## src/rtl/ahb_bridge_arbiter_pkg.sv

```systemverilog
// Shared AHB encodings, arbiter state type and small helpers for the
// bridge-front arbiter and its round-robin selector.
package ahb_bridge_arbiter_pkg;

  localparam int MAX_MASTERS = 4;
  localparam int IDX_W       = 2;

  localparam logic [1:0] TRANS_IDLE   = 2'b00;
  localparam logic [1:0] TRANS_BUSY   = 2'b01;
  localparam logic [1:0] TRANS_NONSEQ = 2'b10;
  localparam logic [1:0] TRANS_SEQ    = 2'b11;

  localparam logic [1:0] RESP_OKAY  = 2'b00;
  localparam logic [1:0] RESP_ERROR = 2'b01;
  localparam logic [1:0] RESP_RETRY = 2'b10;
  localparam logic [1:0] RESP_SPLIT = 2'b11;

  typedef enum logic {
    ST_IDLE = 1'b0,
    ST_OWN  = 1'b1
  } arb_state_e;

  function automatic logic [MAX_MASTERS-1:0] onehot(input logic [IDX_W-1:0] idx);
    onehot      = '0;
    onehot[idx] = 1'b1;
  endfunction

endpackage

```

## src/rtl/ahb_bridge_arbiter_rr_pick.sv

```systemverilog
// Combinational round-robin selector: first requester after 'last',
// wrapping modulo N, with 'last' itself checked at lowest priority.
module rr_pick
  import ahb_bridge_arbiter_pkg::*;
#(
  parameter int N = 4
) (
  input  logic [MAX_MASTERS-1:0] req,
  input  logic [IDX_W-1:0]       last,
  output logic [IDX_W-1:0]       win,
  output logic                   valid
);

  logic [IDX_W-1:0] cand;

  // Walk from farthest to nearest so the nearest requester is written last.
  always_comb begin
    win   = '0;
    valid = 1'b0;
    cand  = '0;
    for (int i = N; i >= 1; i--) begin
      cand = IDX_W'((int'(last) + i) % N);
      if (req[cand]) begin
        win   = cand;
        valid = 1'b1;
      end
    end
  end

endmodule

```

## src/rtl/ahb_bridge_arbiter.sv

```systemverilog
// Round-robin arbiter sharing the AHB slave port of the AHB-to-APB bridge
// among up to four masters, with burst-hold preemption and HWDATA realignment.
module ahb_bridge_arbiter
  import ahb_bridge_arbiter_pkg::*;
#(
  parameter int NUM_MASTERS = 2,
  parameter int MAX_HOLD    = 4
) (
  input  logic                     HCLK,
  input  logic                     HRESETn,
  input  logic [NUM_MASTERS-1:0]   HBUSREQ,
  output logic [NUM_MASTERS-1:0]   HGRANT,
  input  logic [NUM_MASTERS*32-1:0] HADDR_M,
  input  logic [NUM_MASTERS*2-1:0] HTRANS_M,
  input  logic [NUM_MASTERS-1:0]   HWRITE_M,
  input  logic [NUM_MASTERS*3-1:0] HSIZE_M,
  input  logic [NUM_MASTERS*32-1:0] HWDATA_M,
  output logic                     HREADY,
  output logic [31:0]              HADDR,
  output logic [1:0]               HTRANS,
  output logic                     HWRITE,
  output logic [2:0]               HSIZE,
  output logic [31:0]              HWDATA,
  output logic                     HSEL,
  output logic                     HREADYIN,
  input  logic                     HREADYOUT,
  input  logic [1:0]               HRESP
);

  localparam int HOLD_W = $clog2(MAX_HOLD + 1);

  logic [31:0]            addr_arr  [MAX_MASTERS];
  logic [1:0]             trans_arr [MAX_MASTERS];
  logic                   write_arr [MAX_MASTERS];
  logic [2:0]             size_arr  [MAX_MASTERS];
  logic [31:0]            wdata_arr [MAX_MASTERS];
  logic [MAX_MASTERS-1:0] req4;

  // Pad the flattened buses to four slots so a 2-bit owner index always fits.
  genvar gi;
  generate
    for (gi = 0; gi < MAX_MASTERS; gi++) begin : g_unpack
      if (gi < NUM_MASTERS) begin : g_used
        assign addr_arr[gi]  = HADDR_M[32*gi +: 32];
        assign trans_arr[gi] = HTRANS_M[2*gi +: 2];
        assign write_arr[gi] = HWRITE_M[gi];
        assign size_arr[gi]  = HSIZE_M[3*gi +: 3];
        assign wdata_arr[gi] = HWDATA_M[32*gi +: 32];
        assign req4[gi]      = HBUSREQ[gi];
      end else begin : g_pad
        assign addr_arr[gi]  = '0;
        assign trans_arr[gi] = TRANS_IDLE;
        assign write_arr[gi] = 1'b0;
        assign size_arr[gi]  = '0;
        assign wdata_arr[gi] = '0;
        assign req4[gi]      = 1'b0;
      end
    end
  endgenerate

  arb_state_e             state_reg;
  logic [IDX_W-1:0]       owner_reg;
  logic [IDX_W-1:0]       data_owner_reg;
  logic                   data_valid_reg;
  logic [IDX_W-1:0]       last_reg;
  logic [HOLD_W-1:0]      hold_reg;
  logic [NUM_MASTERS-1:0] grant_reg;

  logic                   own;
  logic [1:0]             owner_trans;
  logic [MAX_MASTERS-1:0] owner_oh;
  logic [MAX_MASTERS-1:0] pick_req;
  logic [IDX_W-1:0]       pick_idx;
  logic                   pick_valid;
  logic [MAX_MASTERS-1:0] pick_oh;
  logic                   accepted;
  logic                   release_bus;
  logic                   preempt;

  assign own         = (state_reg == ST_OWN);
  assign owner_trans = trans_arr[owner_reg];
  assign owner_oh    = onehot(owner_reg);
  assign pick_req    = own ? (req4 & ~owner_oh) : req4;
  assign pick_oh     = onehot(pick_idx);
  assign accepted    = owner_trans[1];
  assign release_bus = (owner_trans == TRANS_IDLE) && !req4[owner_reg];
  // Only NONSEQ/IDLE are legal handover points; SEQ/BUSY keep the burst intact.
  assign preempt     = (hold_reg == HOLD_W'(MAX_HOLD)) && (pick_req != '0) &&
                       (owner_trans != TRANS_SEQ) && (owner_trans != TRANS_BUSY);

  rr_pick #(.N(NUM_MASTERS)) u_rr_pick (
    .req   (pick_req),
    .last  (last_reg),
    .win   (pick_idx),
    .valid (pick_valid)
  );

  always_ff @(posedge HCLK or negedge HRESETn) begin
    if (!HRESETn) begin
      state_reg      <= ST_IDLE;
      owner_reg      <= '0;
      data_owner_reg <= '0;
      data_valid_reg <= 1'b0;
      last_reg       <= IDX_W'(NUM_MASTERS - 1);
      hold_reg       <= '0;
      grant_reg      <= '0;
    end else if (HREADYOUT) begin
      case (state_reg)
        ST_IDLE: begin
          data_valid_reg <= 1'b0;
          if (pick_valid) begin
            state_reg <= ST_OWN;
            owner_reg <= pick_idx;
            last_reg  <= pick_idx;
            grant_reg <= pick_oh[NUM_MASTERS-1:0];
            hold_reg  <= '0;
          end
        end
        default: begin
          data_owner_reg <= owner_reg;
          data_valid_reg <= accepted;
          if (release_bus || preempt) begin
            hold_reg <= '0;
            if (pick_valid) begin
              owner_reg <= pick_idx;
              last_reg  <= pick_idx;
              grant_reg <= pick_oh[NUM_MASTERS-1:0];
            end else begin
              state_reg <= ST_IDLE;
              grant_reg <= '0;
            end
          end else if (accepted && (hold_reg != HOLD_W'(MAX_HOLD))) begin
            hold_reg <= hold_reg + HOLD_W'(1);
          end
        end
      endcase
    end
  end

  // HRESP is not an arbitration input; masters see the bridge response directly.
  logic unused_resp;
  assign unused_resp = ^HRESP;

  assign HGRANT   = grant_reg;
  assign HTRANS   = own ? owner_trans : TRANS_IDLE;
  assign HADDR    = own ? addr_arr[owner_reg] : 32'h0;
  assign HWRITE   = own ? write_arr[owner_reg] : 1'b0;
  assign HSIZE    = own ? size_arr[owner_reg] : 3'b000;
  assign HSEL     = own && owner_trans[1];
  assign HWDATA   = data_valid_reg ? wdata_arr[data_owner_reg] : 32'h0;
  assign HREADY   = HREADYOUT;
  assign HREADYIN = HREADYOUT;

endmodule

```

## config.mk

```make
export PLATFORM = sky130hd
export DESIGN_NAME = ahb_bridge_arbiter
export DESIGN_NICKNAME = d
export VERILOG_FILES = /design/src/rtl/ahb_bridge_arbiter_pkg.sv /design/src/rtl/ahb_bridge_arbiter_rr_pick.sv /design/src/rtl/ahb_bridge_arbiter.sv
export SDC_FILE = /design/constraint.sdc
export NUM_CORES = 1
export LEC_CHECK = 0
export CAP_MARGIN = 20
export CORE_AREA = 2 2 85 87
export CTS_CLUSTER_SIZE = 28
export DETAILED_ROUTE_END_ITERATION = 8
export DIE_AREA = 0 0 87 89
export GPL_ROUTABILITY_DRIVEN = 0
export PLACE_DENSITY = 0.91
export SETUP_SLACK_MARGIN = 0.2
export SLEW_MARGIN = 15
export SYNTH_ARGS = -nofsm -noshare
export SYNTH_HDL_FRONTEND = slang
export SYNTH_SLANG_ARGS = --single-unit
```

## constraint.sdc

```tcl
create_clock -name HCLK -period 1.9 [get_ports HCLK]
set_input_delay 0.57 -clock HCLK [delete_from_list [all_inputs] [get_ports HCLK]]
set_output_delay 0.57 -clock HCLK [all_outputs]
set_load 0.02 [all_outputs]
```

# [Yosys cells after proc, flatten, opt, wreduce, memory -nomap -nowiden]
# Index checks and enable logic that the tools add are counted.
# Widths: inputs -> output; s select.
[totals] ff_bits=13 inputBits=147 out_inout_bits=75 wordCells=100
[op_classes] addsub=3 n_lt_le_gt_ge=8 eq_ne=6 n_mux=53 bitwise=6 reduce_logical=17
[op_table] op="$mux 32" n=6
[op_table] op="$bmux 32 s2" n=2
[op_table] op="$mux 2" n=15
[op_table] op="$mux 3" n=7
[op_table] op="$mux 1" n=14
[op_table] op="$lt 2x3->1 const B" n=4
[op_table] op="$bmux 1 s2" n=4
[op_table] op="$logic_and 1x1->1" n=8
[op_table] op="$bmux 3 s2" n=1
[op_table] op="$ge 3x3->1 const B" n=2
[op_table] op="$not 2->3" n=2
[op_table] op="$reduce_and 3->1" n=2
[op_table] op="$and 2x4->4" n=1
[op_table] op="$bmux 2 s2" n=1
[op_table] op="$demux 1 s2" n=2
[op_table] op="$ge 2x1->1 const B" n=2
[op_table] op="$mux 4" n=1
[op_table] op="$ne 2x1->1 const B" n=2
[op_table] op="$not 4->4" n=1
[op_table] op="$reduce_and 2->1" n=2
[op_table] op="$reduce_bool 4->1" n=1
[op_table] op="$add 3x1->3 const B" n=1
[op_table] op="$eq 3x3->1 const B" n=1
[op_table] op="$ne 3x1->1 const B" n=1
[op_table] op="other kinds (8)" n=10

# [Longest topological paths before layout]
[logic_depth] depth_word=18 ltp_mapped=6

# [Modules after synthesis]
# From an unflattened synthesis, not the netlist that was laid out.
[unflattened] cells_unflattened=221 area_unflattened_um2=1729.2
[by_module_without_submodules] module="ahb_bridge_arbiter" n_inst=1 cells_each=217 area_per_inst_um2=1704.1 seq_area_each_um2=301.5
[by_module_without_submodules] module="rr_pick" n_inst=1 cells_each=4 area_per_inst_um2=25.0 seq_area_each_um2=0.0

# [Least setup slack after synthesis]
# OpenSTA, ideal clock, no wires.
[synth_path] path_type="register to output" startpoint="register owner_reg[0]" endpoint="output HADDR[14]" t_arrival_ps=1327 required_ps=1330 slack_ps=3 stages_incl_launch_ff=6 n_path_buf=3 cell_sequence="dfrtp_1 > buf_6 > buf_2 > buf_4 > mux2i_1 > nor2b_1"
[synth_between] elab_chain_len=5
[synth_rtl] element="start: declaration" line_no="ahb_bridge_arbiter.sv:62" source="logic [IDX_W-1:0] owner_reg;"
[synth_rtl] element="start signal: assignment" line_no="ahb_bridge_arbiter.sv:113" source="owner_reg <= pick_idx;"
[synth_rtl] element="start signal: assignment" line_no="ahb_bridge_arbiter.sv:125" source="owner_reg <= pick_idx;"
[synth_rtl] element="$not 2->3 (not written as such)" line_no="ahb_bridge_arbiter.sv:146" source="assign HADDR = own ? addr_arr[owner_reg] : 32'h0;"
[synth_rtl] element="$bmux 32 s2" line_no="ahb_bridge_arbiter.sv:146"
[synth_rtl] element="$mux 32 (not written as such) (2 in a row)" line_no="ahb_bridge_arbiter.sv:146"
[synth_rtl] element="$mux 32" line_no="ahb_bridge_arbiter.sv:146"
[synth_rtl] element="end: declaration" line_no="ahb_bridge_arbiter.sv:19" source="output logic [31:0] HADDR,"
# No other way between the ends. The select of a mux whose other input is x is not followed.

# [Worst setup path after layout]
[layout_path] startpoint="input HWDATA_M[58]" endpoint="output HWDATA[26]"
[layout_between] elab_chain_len=4
[layout_rtl] element="start: declaration" line_no="ahb_bridge_arbiter.sv:17" source="input logic [NUM_MASTERS*32-1:0] HWDATA_M,"
[layout_rtl] element="$bmux 32 s2" line_no="ahb_bridge_arbiter.sv:150" source="assign HWDATA = data_valid_reg ? wdata_arr[data_owner_reg] : 32'h0;"
[layout_rtl] element="$mux 32 (not written as such) (2 in a row)" line_no="ahb_bridge_arbiter.sv:150"
[layout_rtl] element="$mux 32" line_no="ahb_bridge_arbiter.sv:150"
[layout_rtl] element="end: declaration" line_no="ahb_bridge_arbiter.sv:23" source="output logic [31:0] HWDATA,"
# No other way between the ends. The select of a mux whose other input is x is not followed.

==> results.tsv <==
metric	value	unit
status	finished with violations	
violations	negative setup slack	
antenna_found_initial	0	
crit_fanout	1	
cts_root_buffer	clkbuf_8	
powerDensity	1243	nW/µm²
postCtsHoldBufs	0	
hold_viol_final	0	
h-tree-depth	1	
synth_edf_count	0	
fin_cells	530	
fin_crit	2026	ps
peakVddDrop	740.1	µV
cap_violations	0	
reg2reg_depth	11	
crit_start	HWDATA_M[58]	
yosys.area.top_type	mux2i_1	
start_util	0.2698	
drt_iter0_drc	48	
area_delta_synth_final	172.5	%
grt_pass1_vias	2540	
ant_nets	0	
yosysMostFrequentCell	mux2i_1	
grt_overflow	0	
required	1330	ps
ys_ff_latch	10	
drc	0	
syn_nets	358	
vias_per_cell	4.662	
reg2reg_slack	-30	ps
wl_per_cell	17.65	µm
period_share	1.066	
core_area	6719	µm²
clk_latency	240	ps
slew_headroom	0.6950	
setup_violations	71	
finClkSkew	3.510	ps
wirelength	9354	µm
synthTopCellsByCount	mux2i_1, nor2b_1, dfrtp_1	
power_frac_comb	0.889	
hpwl	6994	µm
nNetsFinal	600	
dp.cells	511	
first_pass_iters	4	
multi_input_area	1883	µm²
p_switching	2.583	mW
regArea	254.0	µm²
die_x	87	µm
synth_area_leaders	mux2i_1, nor2b_1, dfrtp_1	
leakagePower	2.306	nW
clkPwrFrac	0.044	
pwr-share-seq	0.068	
synth.yosys.warnings	0	
r2r-end	hold_reg[2]$_DFFE_PN0P_	
syn_area_per_cell	8.675	µm²
intPower	3.557	mW
place_ws	-685.9	ps
cts_max_path_buffers	2	
cts_sinks	10	
min_from	HGRANT[0]$_DFFE_PN0P_	
die_h	89	µm
netlist_area	1813	µm²
clkTransAtPathRegs	50	ps
slew_viol_final	0	
fmax	0.4935	GHz
cts_tree	yes	
synthCells	209	
crit_type	in -> out	
ys.flop_type	dfrtp_1	
cts_buffers	3	
drive_gt1_frac	0.4978	
rsz0062_at_grt	true	
ioPinCount	222	
timing.critical_path.arrival	1460	ps
fillers	490	
min_path_type	reg -> reg	
insertedDiodeCount	0	
ys_seq_area_frac	0.1387	
layout_setup_ws	-126.3	ps
cp-start-kind	input pin	
end_kind	primary output	
yosysUniqueCellTypes	37	
largest_reg_flops	3	
grt_start_max_net_pins	34	
dieArea	7743	µm²
rows	30	
async_flop_share	1.000	
tightest_slew	456.0	ps
fin_tns_setup	-3708	ps
grt_usage	0.2163	
grt_pass1_wl	13120	µm
synth_top_area_share	0.3865	
finalCoreUtilization	0.7352	
dr_total_vias	2471	
io_buffers	219	
setup.worst_path.end	HWDATA[26]	
timing.rr.start	owner_reg[0]$_DFFE_PN0P_	
swShare	0.4207	
==> layout make-up <==
| class | instances | area share |
|---|---|---|
| inverters | 4 | 0.003040 |
| multi-input cells | 174 | 0.3812 |
| well taps | 80 | 0.02026 |
| clock buffers | 4 | 0.01114 |
| repair buffers | 258 | 0.5329 |
| flip-flops and latches | 10 | 0.05142 |
==> cells by family (layout without fill, tap and decap cells) <==
logic type / count (synthesis) / after routing / synth area share
DFF: 10 / 10 / 0.1387
buffers and inverters: 25 / 266 / 0.07453
AOI/OAI and AO/OA: 15 / 15 / 0.08627
muxes: 72 / 72 / 0.3989
xor gates and xnor gates: 2 / 2 / 0.009664
adders and majority gates: 2 / 2 / 0.01380
and+or+nand+nor: 83 / 83 / 0.2781
==> worst max-delay path: stages <==
cell             delay (ps)
clkdlybuf4s50_1         480
mux2i_1                 100
nor2b_2                 170
buf_6                   140
==> through the flow <==
stage	instance area [µm²]	power (mW)	hold slack [ps]
floorplan	2037	2.955	274.4
global placement	4444	4.752	499.1
detailed placement	4444	4.834	510.3
CTS	4825	5.943	530.6
global route	4940	6.422	544.2
finish	4940	6.140	533.7
==> power by group through the flow <==
stage | Sequential [mW] | Combinational [mW] | Clock [mW]
finish | 0.415 | 5.46 | 0.269
floorplan | 0.385 | 2.57 | 0
CTS | 0.407 | 5.26 | 0.275
detailed placement | 0.433 | 4.40 | 0
global route | 0.426 | 5.71 | 0.290
global placement | 0.432 | 4.32 | 0
==> worst min-delay path by stage <==
| stage | end | slack [ps] | cells past startpoint |
|---|---|---|---|
| finish | HGRANT[0]$_DFFE_PN0P_ | 530 | 2 |
| global route | HGRANT[0]$_DFFE_PN0P_ | 540 | 2 |
| CTS | HGRANT[0]$_DFFE_PN0P_ | 530 | 2 |
| detailed placement | last_reg[0]$_DFFE_PN1P_ | 510 | 1 |
| global placement | last_reg[0]$_DFFE_PN1P_ | 500 | 1 |
| floorplan | HGRANT[0]$_DFFE_PN0P_ | 270 | 0 |
==> routing by layer <==
layer,global-route usage,share of wire
met4,0.04119,0.014
met5,0,0
met2,0.4323,0.56
met1,0.2361,0.36
met3,0.04063,0.058
==> timing repair <==
| action | 4_1_cts | 5_1_grt |
|---|---|---|
| endpoints found under the hold margin | 0 | 0 |
| buffers inserted | 11 | 0 |
| cloned | 4 | 0 |
| pin swaps | 8 | 2 |
| endpoints found under the setup margin | 83 | 79 |
| resized for setup | 542 | 27 |
==> layout by cell type, fill, tap and decap left out, types with 2 or more instances in the layout <==
master	instances
buf_4	32
buf_16	4
buf_6	65
nor2b_2	50
nor2_1	3
nand2_1	3
buf_12	9
a21o_1	2
mux2_2	2
mux2i_2	22
dfrtp_1	7
mux2i_1	38
inv_1	4
dlygate4sd2_1	88
nor2b_1	11
clkbuf_8	4
nor2b_4	9
ha_1	2
dfrtp_2	2
mux2i_4	10
clkdlybuf4s50_1	57
(Power assumes the default switching activity.)
